### src/rtl/cwt_pkg.sv
// Shared definitions for the CWT datapath: default widths, a clog2 helper and the
// signed shift-and-saturate routine used by the accumulator and later stages.
package cwt_pkg;

  localparam int unsigned CwtBits    = 16;
  localparam int unsigned CwtAccBits = 32;

  typedef struct packed {
    logic signed [63:0] value;
    logic               sat;
  } sat_res_t;

  function automatic int unsigned cwt_clog2(input int unsigned n);
    int unsigned r;
    int unsigned v;
    r = 0;
    v = n - 1;
    while (v > 0) begin
      r = r + 1;
      v = v >> 1;
    end
    return r;
  endfunction

  // Arithmetic right shift then clamp into a signed field of 'bits' width.
  function automatic sat_res_t sat_shift(input logic signed [63:0] val,
                                         input int unsigned        shift,
                                         input int unsigned        bits);
    logic signed [63:0] sh;
    logic signed [63:0] max_v;
    logic signed [63:0] min_v;
    sat_res_t           res;
    sh    = val >>> shift;
    max_v = (64'sd1 <<< (bits - 1)) - 64'sd1;
    min_v = -(64'sd1 <<< (bits - 1));
    if (sh > max_v) begin
      res.value = max_v;
      res.sat   = 1'b1;
    end else if (sh < min_v) begin
      res.value = min_v;
      res.sat   = 1'b1;
    end else begin
      res.value = sh;
      res.sat   = 1'b0;
    end
    return res;
  endfunction

endpackage

### src/rtl/cwt_complex_accumulator_sat_shift.sv
// Combinational scale-and-saturate of one accumulator component down to the output width.
module cwt_sat_shift
  import cwt_pkg::*;
#(
  parameter int unsigned ACC_BITS = CwtAccBits,
  parameter int unsigned BITS     = CwtBits,
  parameter int unsigned SHIFT    = 0
) (
  input  logic signed [ACC_BITS-1:0] i_val,
  output logic signed [BITS-1:0]     o_val,
  output logic                       o_sat
);

  sat_res_t w_res;
  logic     w_unused_hi;

  always_comb begin
    w_res = sat_shift(64'(i_val), SHIFT, BITS);
  end

  assign o_val = w_res.value[BITS-1:0];
  assign o_sat = w_res.sat;

  // Upper bits are sign copies after clamping; only the low field is meaningful.
  assign w_unused_hi = ^w_res.value[63:BITS];

endmodule

### src/rtl/cwt_complex_accumulator.sv
// Sums TAPS consecutive complex products, then scales/saturates the frame sum onto a
// valid/ready output. Only the final product of a frame can be back-pressured.
module cwt_complex_accumulator
  import cwt_pkg::*;
#(
  parameter int unsigned BITS     = CwtBits,
  parameter int unsigned ACC_BITS = CwtAccBits,
  parameter int unsigned TAPS     = 64,
  parameter int unsigned SHIFT    = 6,
  localparam int unsigned CntW    = cwt_clog2(TAPS)
) (
  input  logic                   clk,
  input  logic                   rst,
  input  logic                   in_valid,
  output logic                   in_ready,
  input  logic signed [BITS-1:0] in_r,
  input  logic signed [BITS-1:0] in_i,
  output logic                   out_valid,
  input  logic                   out_ready,
  output logic signed [BITS-1:0] out_r,
  output logic signed [BITS-1:0] out_i,
  output logic                   out_sat,
  output logic [CntW-1:0]        tap_cnt
);

  logic [CntW-1:0]           r_cnt;
  logic signed [ACC_BITS-1:0] r_acc_r;
  logic signed [ACC_BITS-1:0] r_acc_i;
  logic                      r_out_valid;
  logic signed [BITS-1:0]    r_out_r;
  logic signed [BITS-1:0]    r_out_i;
  logic                      r_out_sat;

  logic                      w_last;
  logic                      w_xfer;
  logic                      w_final;
  logic                      w_out_take;
  logic signed [ACC_BITS-1:0] w_ext_r;
  logic signed [ACC_BITS-1:0] w_ext_i;
  logic signed [ACC_BITS-1:0] w_tot_r;
  logic signed [ACC_BITS-1:0] w_tot_i;
  logic signed [BITS-1:0]    w_res_r;
  logic signed [BITS-1:0]    w_res_i;
  logic                      w_sat_r;
  logic                      w_sat_i;

  assign w_last     = (r_cnt == CntW'(TAPS - 1));
  assign in_ready   = !rst && !(w_last && r_out_valid && !out_ready);
  assign w_xfer     = in_valid && in_ready;
  assign w_final    = w_xfer && w_last;
  assign w_out_take = r_out_valid && out_ready;

  assign w_ext_r = ACC_BITS'(in_r);
  assign w_ext_i = ACC_BITS'(in_i);
  assign w_tot_r = r_acc_r + w_ext_r;
  assign w_tot_i = r_acc_i + w_ext_i;

  cwt_sat_shift #(
    .ACC_BITS (ACC_BITS),
    .BITS     (BITS),
    .SHIFT    (SHIFT)
  ) u_sat_r (
    .i_val (w_tot_r),
    .o_val (w_res_r),
    .o_sat (w_sat_r)
  );

  cwt_sat_shift #(
    .ACC_BITS (ACC_BITS),
    .BITS     (BITS),
    .SHIFT    (SHIFT)
  ) u_sat_i (
    .i_val (w_tot_i),
    .o_val (w_res_i),
    .o_sat (w_sat_i)
  );

  always_ff @(posedge clk) begin
    if (rst) begin
      r_cnt       <= '0;
      r_acc_r     <= '0;
      r_acc_i     <= '0;
      r_out_valid <= 1'b0;
      r_out_r     <= '0;
      r_out_i     <= '0;
      r_out_sat   <= 1'b0;
    end else begin
      if (w_xfer) begin
        r_cnt <= w_last ? '0 : r_cnt + 1'b1;
        // Tap 0 overwrites, so frames chain with no clear cycle; final tap leaves acc alone.
        if (!w_last) begin
          r_acc_r <= (r_cnt == '0) ? w_ext_r : w_tot_r;
          r_acc_i <= (r_cnt == '0) ? w_ext_i : w_tot_i;
        end
      end
      if (w_final) begin
        r_out_valid <= 1'b1;
        r_out_r     <= w_res_r;
        r_out_i     <= w_res_i;
        r_out_sat   <= w_sat_r | w_sat_i;
      end else if (w_out_take) begin
        r_out_valid <= 1'b0;
      end
    end
  end

  assign out_valid = r_out_valid;
  assign out_r     = r_out_r;
  assign out_i     = r_out_i;
  assign out_sat   = r_out_sat;
  assign tap_cnt   = r_cnt;

endmodule

### config.mk
export PLATFORM = sky130hd
export DESIGN_NAME = cwt_complex_accumulator
export DESIGN_NICKNAME = d
export VERILOG_FILES = /design/src/rtl/cwt_pkg.sv /design/src/rtl/cwt_complex_accumulator_sat_shift.sv /design/src/rtl/cwt_complex_accumulator.sv
export SDC_FILE = /design/constraint.sdc
export NUM_CORES = 1
export LEC_CHECK = 0
export CORE_ASPECT_RATIO = 1.75
export CORE_MARGIN = 2
export CORE_UTILIZATION = 59
export DETAILED_ROUTE_END_ITERATION = 7
export PLACE_DENSITY = 0.87
export SYNTH_ARGS = -nofsm -noshare
export SYNTH_HDL_FRONTEND = slang
export SYNTH_HIERARCHICAL = 1
export SYNTH_SLANG_ARGS = --single-unit
export TNS_END_PERCENT = 1
### constraint.sdc
create_clock -name clk -period 4.6 [get_ports clk]
set_input_delay 0.46 -clock clk [delete_from_list [all_inputs] [get_ports clk]]
set_output_delay 0.46 -clock clk [all_outputs]
set_load 0.02 [all_outputs]
# Word-level counts from Yosys, hierarchy flattened
# Cells that the tools add are included.
# Widths: inputs -> output; s select.
# totals
reg_bits,104
in_bits,36
# classes
muxes,9
bitwise_logic,2
magnitude_cmp,4
n_eq_ne,1
n_addsub,3
n_reduce_logical,12
# op_table
op,count
$mux 17,4
$add 32x16->32,2
$mux 32,2
$gt 26x16->1 const B,2
$lt 26x16->1 const B,2
$add 6x1->6 const B,1
$eq 6x6->1 const B,1
$logic_and 1x1->1,6
$logic_not 6->1,1
$mux 6,1
$logic_not 1->1,3
$mux 1,2
$reduce_and 2->1,1
$reduce_bool 2->1,1
$not 1->1,1
$or 1x1->1,1

# Longest topological paths before layout
# logic_depth
ltp_word,8
depth_mapped,17

# By module
# The synthesis kept the hierarchy.
# by_module_without_submodules
mod,area_each_um2,cells_per_inst,seq_area_each_um2,instances
cwt_complex_accumulator,7733.7,1038,2082.0,1
cwt_sat_shift,344.1,49,0.0,2

# Worst setup path after synthesis
# Ideal clock, no wire load.
# synth_timing
path_kind,input port to flip-flop
startpoint,input port in_i[0]
endpoint,register r_out_sat (netlist: out_sat)
setup_ns,0.131
setup_slack_ns,0.889
required_ns,4.469
cell_stages,15
n_path_buf,1
arrival_ns,3.580
path_cell_list,ha_1 > fa_1 > a21o_1 > a221oi_2 > o211ai_1 > a21o_1 > a21oi_1 > o21ai_0 > xnor2_1 > nor4_1 > nand3_2 > buf_6 > o21a_1 > nor3_1 > nor3_1
# synth_between
elab_chain_cells,5
# synth_lines
item,line,source
"start, declared",cwt_complex_accumulator.sv:17,"input logic signed [BITS-1:0] in_i,"
$add 32x16->32 (*),cwt_complex_accumulator.sv:56,assign w_tot_i = r_acc_i + w_ext_i;
via w_tot_i[28],cwt_complex_accumulator.sv:41,logic signed [ACC_BITS-1:0] w_tot_i;
$lt 26x16->1,cwt_pkg.sv:39,end else if (sh < min_v) begin
$mux 17,cwt_pkg.sv:39,
$mux 17 (*),cwt_pkg.sv:36,if (sh > max_v) begin
via w_sat_i,cwt_complex_accumulator.sv:45,logic w_sat_i;
$or 1x1->1 (*),cwt_complex_accumulator.sv:100,r_out_sat <= w_sat_r | w_sat_i;
"end signal, assigned",cwt_complex_accumulator.sv:100,
"end, declared",cwt_complex_accumulator.sv:32,logic r_out_sat;
# Mark *: on every way through the listed nets, which the timed path passes. The rest lies on a longest branch.
# A chain may end at the register's enable or synchronous reset.

# Worst setup path after layout
# layout_timing
startpoint,input port in_r[0]
endpoint,register r_out_r[13] (netlist: out_r[13])
# layout_between
elab_chain_cells,4
# layout_lines
item,line,source
"start, declared",cwt_complex_accumulator.sv:16,"input logic signed [BITS-1:0] in_r,"
$add 32x16->32 (*),cwt_complex_accumulator.sv:55,assign w_tot_r = r_acc_r + w_ext_r;
via w_tot_r[28],cwt_complex_accumulator.sv:40,logic signed [ACC_BITS-1:0] w_tot_r;
$lt 26x16->1,cwt_pkg.sv:39,
$mux 17,cwt_pkg.sv:39,
$mux 17 (*),cwt_pkg.sv:36,
via w_res_r[13],cwt_complex_accumulator.sv:42,logic signed [BITS-1:0] w_res_r;
"end signal, assigned",cwt_complex_accumulator.sv:98,r_out_r <= w_res_r;
"end, declared",cwt_complex_accumulator.sv:30,logic signed [BITS-1:0] r_out_r;
# Marks and branches as above.

==> flow_summary.yaml <==
outcome:
  status: "completed"
clocking:
  htreeDepth: 3
  clk_latency_ps: 360
  cts.sinks: 104
  cts_root_buf: "clkbuf_16"
  cts_hold_buf: 0
  cts_setup_buffers: 0
  cts_resized: 0
  clockBufferDepth: 2
  clk_pin_slew_ps: 80
  cts_tree: "built"
  numCtsBuffers: 9
logic_synthesis:
  seq_area_frac_synth_pct: 24.7
  ys_types: 73
  avgSynthCellArea_sq_um: 7.41
  synth_edf_count: 0
  synth_top_area_share_pct: 24.7
  synth.area.top_cells: "dfxtp_1 25%, ha_1 9.5%, a21oi_1 8.3%"
  synth_warnings: 6
  ys_seq_elements: 104
  netlist_area_sq_mm: 0.00842
  synthArstFlopShare_pct: 0
  synth_top_cell_by_area: "dfxtp_1"
  synth_cells: 1136
  synth_fp_nets: 1238
  ys_dominant_reg_cell: "dfxtp_1"
route:
  routed_via_density: 6.64
  dr_total_vias: 9077
  drtIter0Drc: 513
  wl_mm: 27.3
  avgRoutedWirePerCell_microns: 19.9
  drtPass1Iterations: 8
  route.detailed.drc: 0
  ant_nets: 0
power:
  fin_total_pwr_mw: 2.94
  power_leakage_nw: 3.95
  powerDensity_mw_per_mm2: 304
  power.ir.vdd_worst_mv: 0.194
die:
  fp.dieW_microns: 94.3
  start_util_pct: 60.6
  io_pins: 77
  dieArea_sq_mm: 0.0153
  die_h_microns: 162
  fp-row-count: 57
  core_sq_mm: 0.0139
sta:
  fmax_ghz: 0.226
  setup_tns_ps: 0
  min_period_ps: 4420
  slew_viol_final: 0
  relSlewSlack_pct: 16.4
  worst_pin_slew_ps: 1250
  finClkSkew_ps: 13.2
  rsz0062_at_grt: "false"
  setup_viol: 0
  hold_viol_final: 0
  period_share_pct: 96.0
  whs_ps: 455
  setup_ws_ps: 184
global_route:
  grt_busiest_layer: "met2"
  use_met3_pct: 4.78
  antenna_found_initial: 0
  grt_use_met1_pct: 34.0
  grt_overflow: 0
  grt_pass1_wl_mm: 42.5
  grt_usage_pct: 35.4
  grt_start_max_net_pins: 76
  grtUsageMet2_pct: 64.6
  grt_pass1_vias: 8852
layout:
  final_cell_mix: "171 x nand2_1, 139 x a21oi_1, 104 x dfxtp_1, 84 x nor2_1, 75 x clkdlybuf4s50_1"
  fin_nets: 1286
  final_common_cell: "nand2_1"
  layout.cells.non_filler: 1366
  final_area_sq_mm: 0.00967
  antenna_cells: 0
  layout-drive-gt1-share_pct: 6.39
  area_growth_pct: 14.8
  finish.utilization_pct: 69.5
placement:
  dp_cells: 1350
  place_ws_ps: -63.5
  place_area_sq_mm: 0.00938
  io_buffers: 76
  hpwl_mm: 19.9
  gp_congestion: 1.01
min_path:
  hold_class: "reg -> reg"
setup_path:
  critPathCaptureType: "flip-flop"
  critPathRequiredTime_ps: 4800
  cp_max_fo: 15
  crit_arrival_ps: 4610
  worst-setup-path-type: "in -> reg"
  worstSetupStartpointType: "input pin"
job:
  maxCapViolCount: 0
[cells by family after synthesis]
group	Yosys count	share of synthesized area (%)
flops	104	24.7
buf+inv	94	4.59
xor+xnor	60	6.24
simple gates	419	23.4
compound gates	385	30.1
fa+ha+maj	66	9.98
mux	8	0.981
[worst max-delay path, stage by stage]
cell,delay (ps)
clkdlybuf4s50_1,430
ha_1,260
fa_1,430
a21oi_1,250
o21a_1,240
o31ai_2,130
a21boi_0,370
o21a_1,340
o221ai_1,220
a21boi_0,280
xnor2_1,120
nor4_1,410
nand3_2,160
buf_4,210
a2bb2oi_1,140
nand2_1,60
a21oi_1,90
[final timing paths]
kind | slack (ps) | cells past startpoint | endpoint | start
worst max-delay path | 180 | 17 | out_r[13] | in_r[0]
worst min-delay path | 450 | 2 | out_r[8] | out_r[8]
worst max register to register | 440 | 16 | out_r[13] | r_acc_r[0]
worst min register to register | 450 | 2 | out_r[8] | out_r[8]
[final cells by class]
class                      instances  area (sq um)
tap                              177           221
fill                            1192          4240
timing repair buffer             111          1030
inverter                          20          75.1
multi-input combinational        938          5970
sequential                       104          2080
clock buffer                      10           229
clock inverter                     6          62.6
[registers in the layout, indices dropped and copies added (netlist names)]
| register | cells |
|---|---|
| r_acc_r | 32 |
| out_r | 16 |
| out_valid | 1 |
| tap_cnt | 6 |
| out_i | 16 |
| r_acc_i | 32 |
| out_sat | 1 |
[layer usage]
layer,wire [microns],up-vias
li1,-,4283
met1,8920,4198
met2,14100,425
met3,1640,171
met4,2570,0
met5,0,-
[where the power goes]
group          internal (mW)  switching, mW  total [mW]
clock                  0.384          0.401       0.785
combinational          0.441          0.738        1.18
sequential             0.948         0.0316       0.979
total                   1.77           1.17        2.94
[Yosys cell counts, types with 3 or more instances]
cell type and n:
nand2_1 172, a21oi_1 139, dfxtp_1 104, nor2_1 85, ha_1 64, clkbuf_1 57
o21ai_0 57, nand4_1 46, xnor2_1 40, a21o_1 37, a2bb2oi_1 30, nand3_1 29
a311oi_1 22, nor3_1 21, inv_1 20, xor2_1 20, a31oi_1 16, and3_1 15
a211oi_1 14, and2_1 11, o21bai_1 11, o21a_1 10, nor4_1 9, and4_1 8
mux2i_1 6, a211o_1 5, buf_2 5, o211ai_1 5, o31ai_1 5, or3_1 5
buf_1 4, clkbuf_2 4, o21ai_1 4, a21boi_0 3, a31o_2 3, nor3b_1 3
o31a_1 3
Note: power is estimated with default switching activity, not from simulation.
